==> config.mk <==
export PLATFORM = sky130hd
export DESIGN_NAME = result_collector
export DESIGN_NICKNAME = d
export VERILOG_FILES = /design/src/rtl/othello_pkg.sv /design/src/rtl/word_deserializer.sv /design/src/rtl/result_collector.sv
export SDC_FILE = /design/constraint.sdc
export NUM_CORES = 1
export LEC_CHECK = 0
export ABC_CLOCK_PERIOD_IN_PS = 2600
export CORE_MARGIN = 8
export CORE_UTILIZATION = 53
export DETAILED_ROUTE_END_ITERATION = 7
export PLACE_DENSITY = 0.84
export SLEW_MARGIN = 20
export SYNTH_ARGS = -nofsm -noshare
export SYNTH_HDL_FRONTEND = slang
export SYNTH_SLANG_ARGS = --single-unit
==> constraint.sdc <==
create_clock -name clock -period 2.6 [get_ports clock]
set_input_delay 0.52 -clock clock [delete_from_list [all_inputs] [get_ports clock]]
set_output_delay 0.52 -clock clock [all_outputs]
set_load 0.01 [all_outputs]
==> src/rtl/othello_pkg.sv <==
// Shared widths and field layout for solver result records.
package othello_pkg;

  localparam int unsigned WORD_W           = 24;
  localparam int unsigned WORDS_PER_RECORD = 6;
  localparam int unsigned RECORD_W         = 144;
  localparam int unsigned TASKID_W         = 16;
  localparam int unsigned BOARD_W          = 64;
  localparam int unsigned COUNT_W          = 32;
  localparam int unsigned IDX_W            = 3;

  localparam int unsigned TASKID_LSB = 0;
  localparam int unsigned RESULT_LSB = TASKID_LSB + TASKID_W;
  localparam int unsigned PAD_LSB    = RESULT_LSB + BOARD_W;
  localparam int unsigned PAD_W      = RECORD_W - PAD_LSB;

  localparam logic [IDX_W-1:0] LAST_IDX = IDX_W'(WORDS_PER_RECORD - 1);

  // Word index within a record, wrapping after the last word.
  function automatic logic [IDX_W-1:0] idx_next(input logic [IDX_W-1:0] idx);
    return (idx == LAST_IDX) ? '0 : idx + IDX_W'(1);
  endfunction

endpackage

==> src/rtl/word_deserializer.sv <==
// Pulls 24-bit words from a 1-cycle-latency FIFO and assembles 144-bit records.
module word_deserializer
  import othello_pkg::*;
(
  input  logic                clock,
  input  logic                reset,
  input  logic [WORD_W-1:0]   i_fifo_dout,
  input  logic                i_fifo_empty,
  input  logic                i_out_free,
  output logic                o_rd_en_c,
  output logic                o_done_c,
  output logic [RECORD_W-1:0] o_record_c
);

  logic [IDX_W-1:0]    r_req_idx;
  logic [IDX_W-1:0]    r_cap_idx;
  logic                r_rd_pend;
  logic [RECORD_W-1:0] r_asm;

  logic                w_rd_en;
  logic [RECORD_W-1:0] w_asm_next;

  // Only the final word of a record waits for the output register to free up.
  assign w_rd_en    = !reset && !i_fifo_empty && ((r_req_idx != LAST_IDX) || i_out_free);
  assign w_asm_next = {r_asm[RECORD_W-WORD_W-1:0], i_fifo_dout};

  assign o_rd_en_c  = w_rd_en;
  assign o_done_c   = r_rd_pend && (r_cap_idx == LAST_IDX);
  assign o_record_c = w_asm_next;

  // Clearing r_rd_pend on reset drops any word already in flight from the FIFO.
  always_ff @(posedge clock) begin
    if (reset) begin
      r_req_idx <= '0;
      r_cap_idx <= '0;
      r_rd_pend <= 1'b0;
      r_asm     <= '0;
    end else begin
      r_rd_pend <= w_rd_en;
      if (w_rd_en) begin
        r_req_idx <= idx_next(r_req_idx);
      end
      if (r_rd_pend) begin
        r_asm     <= w_asm_next;
        r_cap_idx <= idx_next(r_cap_idx);
      end
    end
  end

endmodule

==> src/rtl/result_collector.sv <==
// Collects 6-word solver records from a FIFO and presents them on a valid/ready port.
module result_collector
  import othello_pkg::*;
(
  input  logic                clock,
  input  logic                reset,
  input  logic [WORD_W-1:0]   fifo_dout,
  input  logic                fifo_empty,
  output logic                fifo_rd_en,
  output logic                res_valid,
  input  logic                res_ready,
  output logic [TASKID_W-1:0] res_taskid,
  output logic [BOARD_W-1:0]  res_result,
  output logic                pad_error,
  output logic [COUNT_W-1:0]  record_count
);

  logic                r_valid;
  logic [TASKID_W-1:0] r_taskid;
  logic [BOARD_W-1:0]  r_result;
  logic                r_pad_error;
  logic [COUNT_W-1:0]  r_count;

  logic                w_out_free;
  logic                w_handshake;
  logic                w_done;
  logic [RECORD_W-1:0] w_record;
  logic                w_pad_bad;

  assign w_out_free  = !r_valid || res_ready;
  assign w_handshake = r_valid && res_ready;
  assign w_pad_bad   = |w_record[PAD_LSB +: PAD_W];

  word_deserializer u_deser (
    .clock        (clock),
    .reset        (reset),
    .i_fifo_dout  (fifo_dout),
    .i_fifo_empty (fifo_empty),
    .i_out_free   (w_out_free),
    .o_rd_en_c    (fifo_rd_en),
    .o_done_c     (w_done),
    .o_record_c   (w_record)
  );

  // A completing record may load in the same cycle the held one is released.
  always_ff @(posedge clock) begin
    if (reset) begin
      r_valid     <= 1'b0;
      r_taskid    <= '0;
      r_result    <= '0;
      r_pad_error <= 1'b0;
      r_count     <= '0;
    end else begin
      if (w_done) begin
        r_valid  <= 1'b1;
        r_taskid <= w_record[TASKID_LSB +: TASKID_W];
        r_result <= w_record[RESULT_LSB +: BOARD_W];
        if (w_pad_bad) begin
          r_pad_error <= 1'b1;
        end
      end else if (w_handshake) begin
        r_valid <= 1'b0;
      end
      if (w_handshake) begin
        r_count <= r_count + COUNT_W'(1);
      end
    end
  end

  assign res_valid    = r_valid;
  assign res_taskid   = r_taskid;
  assign res_result   = r_result;
  assign pad_error    = r_pad_error;
  assign record_count = r_count;

endmodule

==> Yosys cells after proc, flatten, opt, wreduce, memory -nomap -nowiden <==
Index checks and enable logic that the tools add are counted.
{ "word_totals": {"register_bits": 241, "in_bits": 28, "output_inout_bits": 115, "elab_cells": 31} }
{ "classes": {"add_sub_neg": 3, "eq_ne": 3, "n_mux": 4, "n_reduce_logical": 12} }
{ "ops": {"columns": ["operator", "count"], "rows": [
  ["$reduce_or A64 Y1", 1],
  ["$add A32 B1 Y32 const B", 1],
  ["$add A3 B1 Y3 const B", 2],
  ["$eq A3 B3 Y1 const B", 2],
  ["$mux W3", 2],
  ["$logic_and A1 B1 Y1", 4],
  ["$logic_not A1 Y1", 3],
  ["$ne A3 B3 Y1 const B", 1],
  ["$logic_or A1 B1 Y1", 2],
  ["$mux W1", 2],
  ["$reduce_and A2 Y1", 1],
  ["$reduce_bool A2 Y1", 1]
]} }

==> Longest topological paths before layout <==
Gate-level depths: netlist of the first run.
{ "logic_depth": {"ltp_word": 4, "depth_mapped": 7} }

==> Hierarchy <==
A second synthesis of the first run with hierarchy kept.
{ "hier_totals": {"cells_unflattened": 896, "area_unflattened_um2": 9150.0} }
{ "modules_own_cells": {"columns": ["mod", "instances", "cells_per_inst", "area_each_um2"], "rows": [
  ["word_deserializer", 1, 443, 4739.5],
  ["result_collector", 1, 453, 4410.5]
]} }

==> Least setup slack after synthesis of the first run <==
No wires, ideal clock.
{ "synth_path": {"kind": "flip-flop to flip-flop", "startpoint": "register r_count[0] (netlist: record_count[0])", "endpoint": "register r_count[28] (netlist: record_count[28])", "arrival_ns": 1.999, "required_time_ns": 2.530, "setup_slack_ns": 0.531, "path_stages_with_launch": 7, "path_buffers": 1, "synth_period_minus_slack_ns": 2.069, "cell_sequence": "dfxtp_1 ha_1 and4_4 or4b_1 buf_2 or4_1 a21oi_1"} }
{ "synth_via": {"elab_chain_len": 1} }
{ "synth_lines": {"columns": ["element", "line_no", "source"], "rows": [
  ["from (decl)", "result_collector.sv:22", "logic [COUNT_W-1:0] r_count;"],
  ["from (signal assigned)", "result_collector.sv:65", "r_count <= r_count + COUNT_W'(1);"],
  ["$add A32 B1 Y32", "result_collector.sv:65", null]
]} }
Every way passes these cells.
A chain may end at the register's enable or synchronous reset.

==> Worst setup path in the final report of the first run <==
{ "layout_path": {"startpoint": "input res_ready", "endpoint": "output fifo_rd_en"} }
{ "layout_via": {"elab_chain_len": 3} }
{ "layout_lines": {"columns": ["element", "line_no", "source"], "rows": [
  ["from (decl)", "result_collector.sv:11", "input logic res_ready,"],
  ["$logic_or A1 B1 Y1", "result_collector.sv:30", "assign w_out_free = !r_valid || res_ready;"],
  ["$logic_or A1 B1 Y1", "word_deserializer.sv:24", "assign w_rd_en = !reset && !i_fifo_empty && ((r_req_idx != LAST_IDX) || i_out_free);"],
  ["$logic_and A1 B1 Y1", "word_deserializer.sv:24", null],
  ["to (decl)", "result_collector.sv:9", "output logic fifo_rd_en,"]
]} }
Every way passes these cells.

==> summary.md, run 1 <==
| Metric | Value |
|---|---|
| Status | `finished clean` |
| RR Startpoint | `record_count[1]$_SDFFE_PP0P_` |
| Crit path cell chain | `clkdlybuf4s50_1 -> nand2b_4 -> o31ai_2 -> inv_1 -> clkdlybuf4s50_1` |
| Layout area overhead | `27.4%` |
| Pwr/cell area | `664 nW/µm²` |
| CP Launch Type | `primary input` |
| Final setup TNS | `0 ps` |
| HPWL after DPL | `14.0 mm` |
| Routing usage on met2 | `0.326` |
| Antenna cells | `0` |
| Hold Vio Cnt, Final | `0` |
| Yosys warning count | `0` |
| Reg2reg path depth | `6` |
| Routability cong. | `0.792` |
| CP max stage cell | `clkdlybuf4s50_1` |
| Total nets after synthesis | `1003` |
| Max VDD drop | `0.000537 V` |
| Initial Util | `0.539` |
| GR Util All Layers | `0.192` |
| Met1 global-route usage | `0.235` |
| Relative slew slack | `0.275` |
| Nets | `1122` |
| Critical path origin | `res_ready` |
| Worst-Margin Slew | `1090 ps` |
| Initial antenna violation count | `0` |
| Met3 Usage GRT | `0.0516` |
| Placed cell count | `1286` |
| CP Data Arrival Time | `2010 ps` |
| Crit Path Class | `primary input to primary output` |
| Worst hold path type | `primary input to flip-flop` |
| Final Core Density | `0.686` |
| Flops & latches, synth | `241` |
| Setup violations, final | `0` |
| Cell variety after synth | `33` |
| Period utilization | `0.974` |
| Post-synth top flop | `dfxtp_1` |
| Vias per cell | `5.34` |
| Antenna-violating nets left | `0` |
| Die Footprint | `21100 µm²` |
| F_max | `395 MHz` |
| DR DRC count | `0` |
| DIE HEIGHT | `145 µm` |
| CTS Buf Count | `25` |
| CTS tree | `done` |
| # hold bufs at CTS | `0` |
| GRT overflow | `0` |
| Post-synth EDFFs | `0` |
| Layout cells sized above 1 | `0.0595` |
| Final Worst Setup Slack | `68.7 ps` |
| Top Usage Layer GRT | `met2` |
| Post-Syn Area | `8870 µm²` |
| Syn Area/Cell | `9.10 µm²` |
| CP endpoint | `fifo_rd_en` |
| CP Capture Type | `primary output` |
| R2R Path End | `record_count[28]$_SDFFE_PP0P_` |
| # port buffers | `142` |
| Initial drt markers | `388` |
| Cell Count, Final, Fillers Out | `1329` |
| Fraction of registers with async set/reset | `0` |
| Clock skew | `12.0 ps` |
| Vias in the first global route | `6722` |
| FP Rows | `47` |
| Fill cells | `1286` |
| Clk_lat worst skew | `510 ps` |
| CTS H-tree depth | `1` |
| Pre-CTS setup slack | `-1.77 ps` |
| Final Slew Violations | `0` |
| Worst path most repeated cell | `clkdlybuf4s50_1` |
| First-pass GRT wire length | `34.5 mm` |
| Clock Path Buffers | `3` |
| Die W | `145 µm` |
| Sequential area share after synthesis | `0.544` |
| Placement Cell Area | `10500 µm²` |
| Detailed-route via count | `7093` |
| LEAKAGE | `3.95 nW` |
| Sink Count | `241` |
| Max cap viols | `0` |
| Unrepaired setup endpoints after global routing | `no` |
| CP max stage delay | `480 ps` |
| DR WL/cell | `16.1 µm` |
| Largest net degree at the start of global routing | `244` |
| I/O pins | `143` |
| CTS root buf | `clkbuf_16` |
| Minimum clock period | `2530 ps` |
| Drt pass-1 iters | `4` |
| Reg2reg setup slack | `450 ps` |
| Design Area, Final | `11300 µm²` |
| CP Data Required Time | `2080 ps` |
| Worst-path fanout max | `4` |
| Mapped Cells | `974` |
| Clk slew on worst S/H paths | `60 ps` |
| Post-Route WL | `21.4 mm` |
| Core Area | `16500 µm²` |
==> cell usage after synthesis (9+ instances only) <==
cell / number / area (µm²)
inv_1: 10 / 37.5
o21ai_0: 11 / 55.1
nor4_1: 19 / 119
a21oi_1: 106 / 531
or3_1: 9 / 56.3
mux2i_1: 120 / 1200
dfxtp_1: 241 / 4820
nand4_1: 12 / 75.1
nor2_1: 136 / 510
o31ai_1: 13 / 97.6
clkbuf_1: 46 / 173
nand3_1: 9 / 45.0
or4_1: 14 / 105
buf_1: 15 / 56.3
nand2_1: 173 / 649
==> layer usage <==
| layer | wire length, µm | part of all wire |
|---|---|---|
| met5 | 0 | 0 |
| met4 | 419 | 0.020 |
| met3 | 1440 | 0.067 |
| met2 | 10400 | 0.48 |
| met1 | 9180 | 0.43 |
==> cells in the final DEF, fill, tap and decap left out, drive strengths merged, types with 16 or more instances in the layout <==
cell type	count
dfxtp	241
nand2	173
clkdlybuf4s50	141
nor2	136
mux2i	120
a21oi	106
clkbuf	37
nor4	19
or4	16
buf	16
==> worst max-delay path, delay by kind of cell <==
kind                   cells  cell delay, ps
AOI/OAI and AO/OA          1             250
and+or+nand+nor            1             180
buffers and inverters      3            1050
==> where the power goes <==
part / switching (mW) / internal [mW] / total (mW)
registers: 0.0315 / 3.73 / 3.76
logic: 0.145 / 0.115 / 0.260
clock network: 1.39 / 2.09 / 3.48
==> sequential cells by signal, summed over array words and instances (netlist names) <==
register,flops
u_deser.r_cap_idx,3
res_result,64
u_deser.r_rd_pend,1
record_count,32
res_taskid,16
pad_error,1
u_deser.r_asm,120
res_valid,1
u_deser.r_req_idx,3
==> repair_timing <==
item | CTS | global route
endpoints found under the setup margin | 1 | 1
gates resized for setup | 1 | 1
buffers inserted | 0 | 0
pin swaps | 0 | 0
==> worst min-delay path by stage <==
stage          slack, ps  cells after the start                     startpoint                           endpoint
3_3_place_gp         440                      2     res_result[8]$_SDFFE_PP0P_         res_result[8]$_SDFFE_PP0P_
5_1_grt              370                      4                          reset  u_deser.r_req_idx[2]$_SDFFE_PP0P_
2_1_floorplan        440                      2  u_deser.r_asm[2]$_SDFFE_PP0P_        res_result[10]$_SDFFE_PP0P_
4_1_cts              340                      4                          reset  u_deser.r_req_idx[2]$_SDFFE_PP0P_
3_5_place_dp         450                      2    res_result[40]$_SDFFE_PP0P_        res_result[40]$_SDFFE_PP0P_
6_report             360                      4                          reset  u_deser.r_req_idx[2]$_SDFFE_PP0P_
==> layout make-up <==
type | count | area (µm²) | area share
clock buffers | 37 | 751 | 0.0665
clock inverters | 6 | 61.3 | 0.00543
inverters | 10 | 37.5 | 0.00332
multi-input cells | 658 | 3770 | 0.334
flip-flops and latches | 241 | 4830 | 0.428
well taps | 220 | 275 | 0.0244
repair buffers | 157 | 1570 | 0.139
==> logic make-up after synthesis <==
group | count (synthesis) | synth area share
AND/OR/NAND/NOR | 394 | 0.196
flip-flops | 241 | 0.544
AO/OA/AOI/OAI | 130 | 0.0770
multiplexers | 122 | 0.138
buffers and inverters | 75 | 0.0330
XOR/XNOR | 11 | 0.0109
adder cells (fa/ha/maj) | 1 | 0.00141
==> per-stage QoR <==
stage	hold slack [ps]	power (mW)
6_report	358	7.50
5_1_grt	366	7.73
3_5_place_dp	446	4.09
3_3_place_gp	441	4.09
2_1_floorplan	444	4.00
4_1_cts	337	7.56
Power figures use the tool's default switching activity.
==> inputs of run 2 (changes only) <==
--- a/config.mk
+++ b/config.mk
@@ -5,11 +5,12 @@
 export SDC_FILE = /design/constraint.sdc
 export NUM_CORES = 1
 export LEC_CHECK = 0
-export ABC_CLOCK_PERIOD_IN_PS = 2600
+export ABC_CLOCK_PERIOD_IN_PS = 2100
 export CORE_MARGIN = 8
-export CORE_UTILIZATION = 53
+export CORE_UTILIZATION = 48
+export CTS_CLUSTER_DIAMETER = 100
 export DETAILED_ROUTE_END_ITERATION = 7
-export PLACE_DENSITY = 0.84
+export PLACE_DENSITY = 0.81
 export SLEW_MARGIN = 20
 export SYNTH_ARGS = -nofsm -noshare
 export SYNTH_HDL_FRONTEND = slang
==> constraint.sdc (replaced) <==
create_clock -name clock -period 2.1 [get_ports clock]
set_input_delay 0.42 -clock clock [delete_from_list [all_inputs] [get_ports clock]]
set_output_delay 0.42 -clock clock [all_outputs]
set_load 0.01 [all_outputs]
==> summary.md, run 2 (same netlist as run 1, synthesis figures left out) <==
| Metric | Value |
|---|---|
| Status | `finished clean` |
| Reg2reg path depth | `6` |
| Vias per cell | `5.30` |
| Hold path depth | `3` |
| I/O pins | `143` |
| Final Slew Violations | `0` |
| HPWL after DPL | `14.4 mm` |
| Minimum clock period | `2040 ps` |
| Vias in the first global route | `6716` |
| Die Footprint | `23100 µm²` |
| Reg2reg setup slack | `60 ps` |
| CP Data Required Time | `2540 ps` |
| R2R Path End | `record_count[28]$_SDFFE_PP0P_` |
| DIE HEIGHT | `152 µm` |
| CTS root buf | `clkbuf_16` |
| Layout area overhead | `29.8%` |
| Relative slew slack | `0.401` |
| CP Capture Type | `flip-flop` |
| Nets | `1137` |
| Crit path cell chain | `ha_2 -> and4_4 -> or4b_4 -> buf_6 -> or4_1 -> a21oi_1` |
| Unrepaired setup endpoints after global routing | `no` |
| Setup violations, final | `0` |
| DR WL/cell | `16.0 µm` |
| Drt pass-1 iters | `4` |
| Final Worst Setup Slack | `62.7 ps` |
| Worst-Margin Slew | `899 ps` |
| Max cap viols | `0` |
| Layout cells sized above 1 | `0.0836` |
| Period utilization | `0.970` |
| Largest net degree at the start of global routing | `130` |
| Most flop-heavy register | `u_deser.r_asm` |
| Design Area, Final | `11500 µm²` |
| Commonest cells after routing, fill and taps aside | `237 x dfxtp_1, 173 x nand2_1, 139 x clkdlybuf4s50_1` |
| Crit Path Class | `flip-flop to flip-flop` |
| Antenna cells | `0` |
| Worst hold start | `reset` |
| Placement Cell Area | `10600 µm²` |
| RR Startpoint | `record_count[1]$_SDFFE_PP0P_` |
| CTS Buf Count | `25` |
| FP Rows | `49` |
| Initial drt markers | `467` |
| F_max | `491 MHz` |
| Clk slew on worst S/H paths | `60 ps` |
| Pwr Total | `9.44 mW` |
| Initial antenna violation count | `0` |
| Antenna-violating nets left | `0` |
| Worst hold path type | `primary input to flip-flop` |
| CTS tree | `done` |
| Detailed-route via count | `7170` |
| Sink Count | `241` |
| Post-Route WL | `21.7 mm` |
| LEAKAGE | `4.06 nW` |
| Most common cell after layout, fill and taps aside | `dfxtp_1` |
| Die W | `152 µm` |
| Hold WS | `270 ps` |
| Hold EP | `record_count[29]$_SDFFE_PP0P_` |
| Worst-path fanout max | `14` |
| DR DRC count | `0` |
| Pre-CTS setup slack | `-455 ps` |
| Max reg flops | `120` |
| Clk_lat worst skew | `510 ps` |
| GRT overflow | `0` |
| First-pass GRT wire length | `35.2 mm` |
| Clock skew | `7.81 ps` |
| CTS H-tree depth | `1` |
| # hold bufs at CTS | `0` |
| CP max stage delay | `470 ps` |
| Hold Vio Cnt, Final | `0` |
| CP Launch Type | `flip-flop` |
| Max VDD drop | `0.000764 V` |
| Clock Path Buffers | `3` |
| GR Util All Layers | `0.178` |
| Routability cong. | `0.845` |
| Pwr/cell area | `820 nW/µm²` |
| Core Area | `18000 µm²` |
| # port buffers | `142` |
| CP top delay family | `simple AND/OR/NAND/NOR gates` |
| Worst Path Buf+Inv | `1` |
| Initial Util | `0.492` |
| CP Data Arrival Time | `2480 ps` |
| CP max stage cell | `or4_1` |
## run 2: changes by cell type in the layout (fill, tap and decap cells not counted), moves of 2 or more
cell             change
dfxtp_1              -3
clkdlybuf4s50_1      -2
clkbuf_1             -2
a21oi_1              -3
buf_4               +13
dfxtp_2              +2
a21oi_2              +3
## run 2: cell type report
type / instances / area, µm²
inverter: 10 / 37.5
clock buffer: 36 / 757
timing repair buffer: 172 / 1700
clock inverter: 8 / 98.8
fill: 1468 / 6520
sequential: 241 / 4830
tap: 229 / 287
multi-input combinational: 658 / 3800
## run 2: worst min-delay path: cells and delay by family
kind	cells	cell delay, ps
AND/OR/NAND/NOR	1	70
buffers and inverters	1	120
multiplexers	1	140
## run 2: how the worst max path moves through the flow
stage | from | endpoint | slack [ps] | cells after the start
6_report | record_count[1]$_SDFFE_PP0P_ | record_count[28]$_SDFFE_PP0P_ | 60 | 6
5_1_grt | record_count[1]$_SDFFE_PP0P_ | record_count[22]$_SDFFE_PP0P_ | 3 | 6
4_1_cts | res_valid$_SDFFE_PP0P_ | fifo_rd_en | 10 | 5
3_5_place_dp | res_ready | record_count[28]$_SDFFE_PP0P_ | -460 | 6
3_3_place_gp | res_ready | record_count[22]$_SDFFE_PP0P_ | -370 | 6
2_1_floorplan | record_count[0]$_SDFFE_PP0P_ | record_count[28]$_SDFFE_PP0P_ | 30 | 6
## run 2: timing repair
action	in CTS	in global routing
setup endpoints to repair	1	11
pin swaps	0	2
gates cloned	0	0
gates resized for setup	7	11
setup buffers	0	0
## run 2: per-layer routing
| layer | up-vias | GRT usage | wire, µm |
|---|---|---|---|
| li1 | 3584 | - | - |
| met2 | 193 | 0.301 | 10700 |
| met5 | - | 0 | 0 |
| met4 | 0 | 0.0495 | 455 |
| met3 | 35 | 0.0449 | 1350 |
| met1 | 3358 | 0.220 | 9240 |
## run 2: stage by stage
stage                util  TNS (ps)  cells
floorplan               -         0    974
global placement    0.588     -6100   1310
detailed placement  0.588     -7460   1310
CTS                 0.637         0   1354
global route        0.639         0   1354
finish              0.639         0   1354
## run 2: report_power, final
group / switching, mW / total [mW] / internal (mW)
clock: 1.73 / 4.47 / 2.74
combinational: 0.180 / 0.326 / 0.146
sequential: 0.0383 / 4.65 / 4.61
==> inputs of run 3 (changes only) <==
--- a/config.mk
+++ b/config.mk
@@ -11,6 +11,7 @@
 export CTS_CLUSTER_DIAMETER = 100
 export DETAILED_ROUTE_END_ITERATION = 7
 export PLACE_DENSITY = 0.81
+export SETUP_SLACK_MARGIN = 0.2
 export SLEW_MARGIN = 20
 export SYNTH_ARGS = -nofsm -noshare
 export SYNTH_HDL_FRONTEND = slang
==> summary.md, run 3 (same netlist as run 1, synthesis figures left out) <==
| Metric | Value |
|---|---|
| Initial Util | `0.492` |
| Antenna-violating nets left | `0` |
| Initial antenna violation count | `0` |
| Max reg flops | `120` |
| Multi-input gate area | `3970 µm²` |
| Die W | `152 µm` |
| Setup violations, final | `0` |
| Final Worst Setup Slack | `131 ps` |
| GRT overflow | `0` |
| Worst-Margin Slew | `1110 ps` |
| Pwr/cell area | `803 nW/µm²` |
| Max VDD drop | `0.000712 V` |
| Period utilization | `0.938` |
| Antenna cells | `0` |
| Vias in the first global route | `6925` |
| Final Slew Violations | `0` |
| DIE HEIGHT | `152 µm` |
| Status | `finished clean` |
| DR WL/cell | `16.7 µm` |
| GR Util All Layers | `0.179` |
| Clk_lat worst skew | `510 ps` |
| Pwr Total | `9.45 mW` |
| Max cap viols | `0` |
| CTS root buf | `clkbuf_16` |
| DR DRC count | `0` |
| Hold Vio Cnt, Final | `0` |
| Routability cong. | `0.797` |
| Clk slew on worst S/H paths | `60 ps` |
| Register area | `4870 µm²` |
| Worst hold path type | `primary input to flip-flop` |
| Relative slew slack | `0.260` |
| Layout cells sized above 1 | `0.119` |
| Post-Route WL | `22.7 mm` |
| CP Data Required Time | `2520 ps` |
| First-pass GRT wire length | `35.7 mm` |
| Nets | `1143` |
| Most common cell after layout, fill and taps aside | `dfxtp_1` |
| Pre-CTS setup slack | `-365 ps` |
| CTS H-tree depth | `1` |
| F_max | `508 MHz` |
| Largest net degree at the start of global routing | `244` |
| Unrepaired setup endpoints after global routing | `yes` |
| Final Core Density | `0.653` |
| Crit Path Class | `flip-flop to flip-flop` |
| Clock skew | `11.7 ps` |
| Vias per cell | `5.35` |
| Commonest cells after routing, fill and taps aside | `218 x dfxtp_1, 173 x nand2_1, 135 x nor2_1` |
| Most flop-heavy register | `u_deser.r_asm` |
| Reg2reg path depth | `5` |
| HPWL after DPL | `14.1 mm` |
| Initial drt markers | `393` |
| Drt pass-1 iters | `5` |
| Minimum clock period | `1970 ps` |
| CP Capture Type | `flip-flop` |
| CTS Buf Count | `25` |
| Die Footprint | `23100 µm²` |
| # hold bufs at CTS | `0` |
| Clock Path Buffers | `3` |
| Worst-path fanout max | `7` |
| CP Launch Type | `flip-flop` |
| LEAKAGE | `4.41 nW` |
| Sink Count | `241` |
| CTS tree | `done` |
| Fill cells | `1426` |
| FP Rows | `49` |
| I/O pins | `143` |
| Hold path depth | `4` |
| CP Data Arrival Time | `2390 ps` |
| # port buffers | `142` |
| Detailed-route via count | `7275` |
| Core Area | `18000 µm²` |
| Layout area overhead | `32.6%` |
-- run 3: changes by cell type in the layout (fill, tap and decap cells not counted), sizes merged, moves of 4 or more --
cell | before | now
buf | 31 | 35
clkdlybuf4s50 | 139 | 114
dlygate4sd2 | 1 | 15
dlymetal6s2s | 0 | 11
-- run 3: layout make-up --
type | count | area share
well taps | 229 | 0.0244
repair buffers | 176 | 0.149
clock inverters | 6 | 0.00713
flip-flops and latches | 241 | 0.414
inverters | 10 | 0.00319
clock buffers | 37 | 0.0647
multi-input cells | 660 | 0.337
-- run 3: path summary, 6_finish.rpt --
kind | slack, ps | startpoint | to
worst max-delay path | 130 | record_count[11]$_SDFFE_PP0P_ | record_count[20]$_SDFFE_PP0P_
worst min-delay path | 260 | reset | u_deser.r_req_idx[2]$_SDFFE_PP0P_
worst max register to register | 130 | record_count[11]$_SDFFE_PP0P_ | record_count[20]$_SDFFE_PP0P_
worst min register to register | 450 | res_result[40]$_SDFFE_PP0P_ | res_result[40]$_SDFFE_PP0P_
-- run 3: metrics by stage --
step | area, µm² | hold slack, ps | TNS [ps] | cells
after floorplan | 8910 | 444 | 0 | 974
after global routing | 11800 | 273 | 0 | 1359
after CTS | 11500 | 252 | 0 | 1347
after global placement | 10600 | 441 | -5470 | 1299
after detailed placement | 10600 | 447 | -6030 | 1299
final | 11800 | 260 | 0 | 1359
-- run 3: metal layers --
metal,wire length (µm),share of wire,GRT usage
met5,0,0,0
met4,535,0.024,0.0486
met3,1520,0.067,0.0502
met2,11300,0.50,0.313
met1,9310,0.41,0.211
-- run 3: power breakdown --
group / internal, mW / switching (mW)
logic: 0.144 / 0.179
registers: 4.61 / 0.0399
clock network: 2.73 / 1.75
total: 7.48 / 1.97
-- run 3: worst max-delay path, stage by stage (launching register included) --
cell and delay (ps):
dfxtp_2 350, nand4_1 200, buf_4 200, or4b_4 590
or4_1 410, a21oi_1 120
-- run 3: what timing repair did --
item | in CTS | in global routing
resized for setup | 28 | 58
endpoints found under the hold margin | 0 | 0
buffers inserted | 3 | 12
setup endpoints to repair | 32 | 32
cloned | 2 | 0
pin swaps | 2 | 7
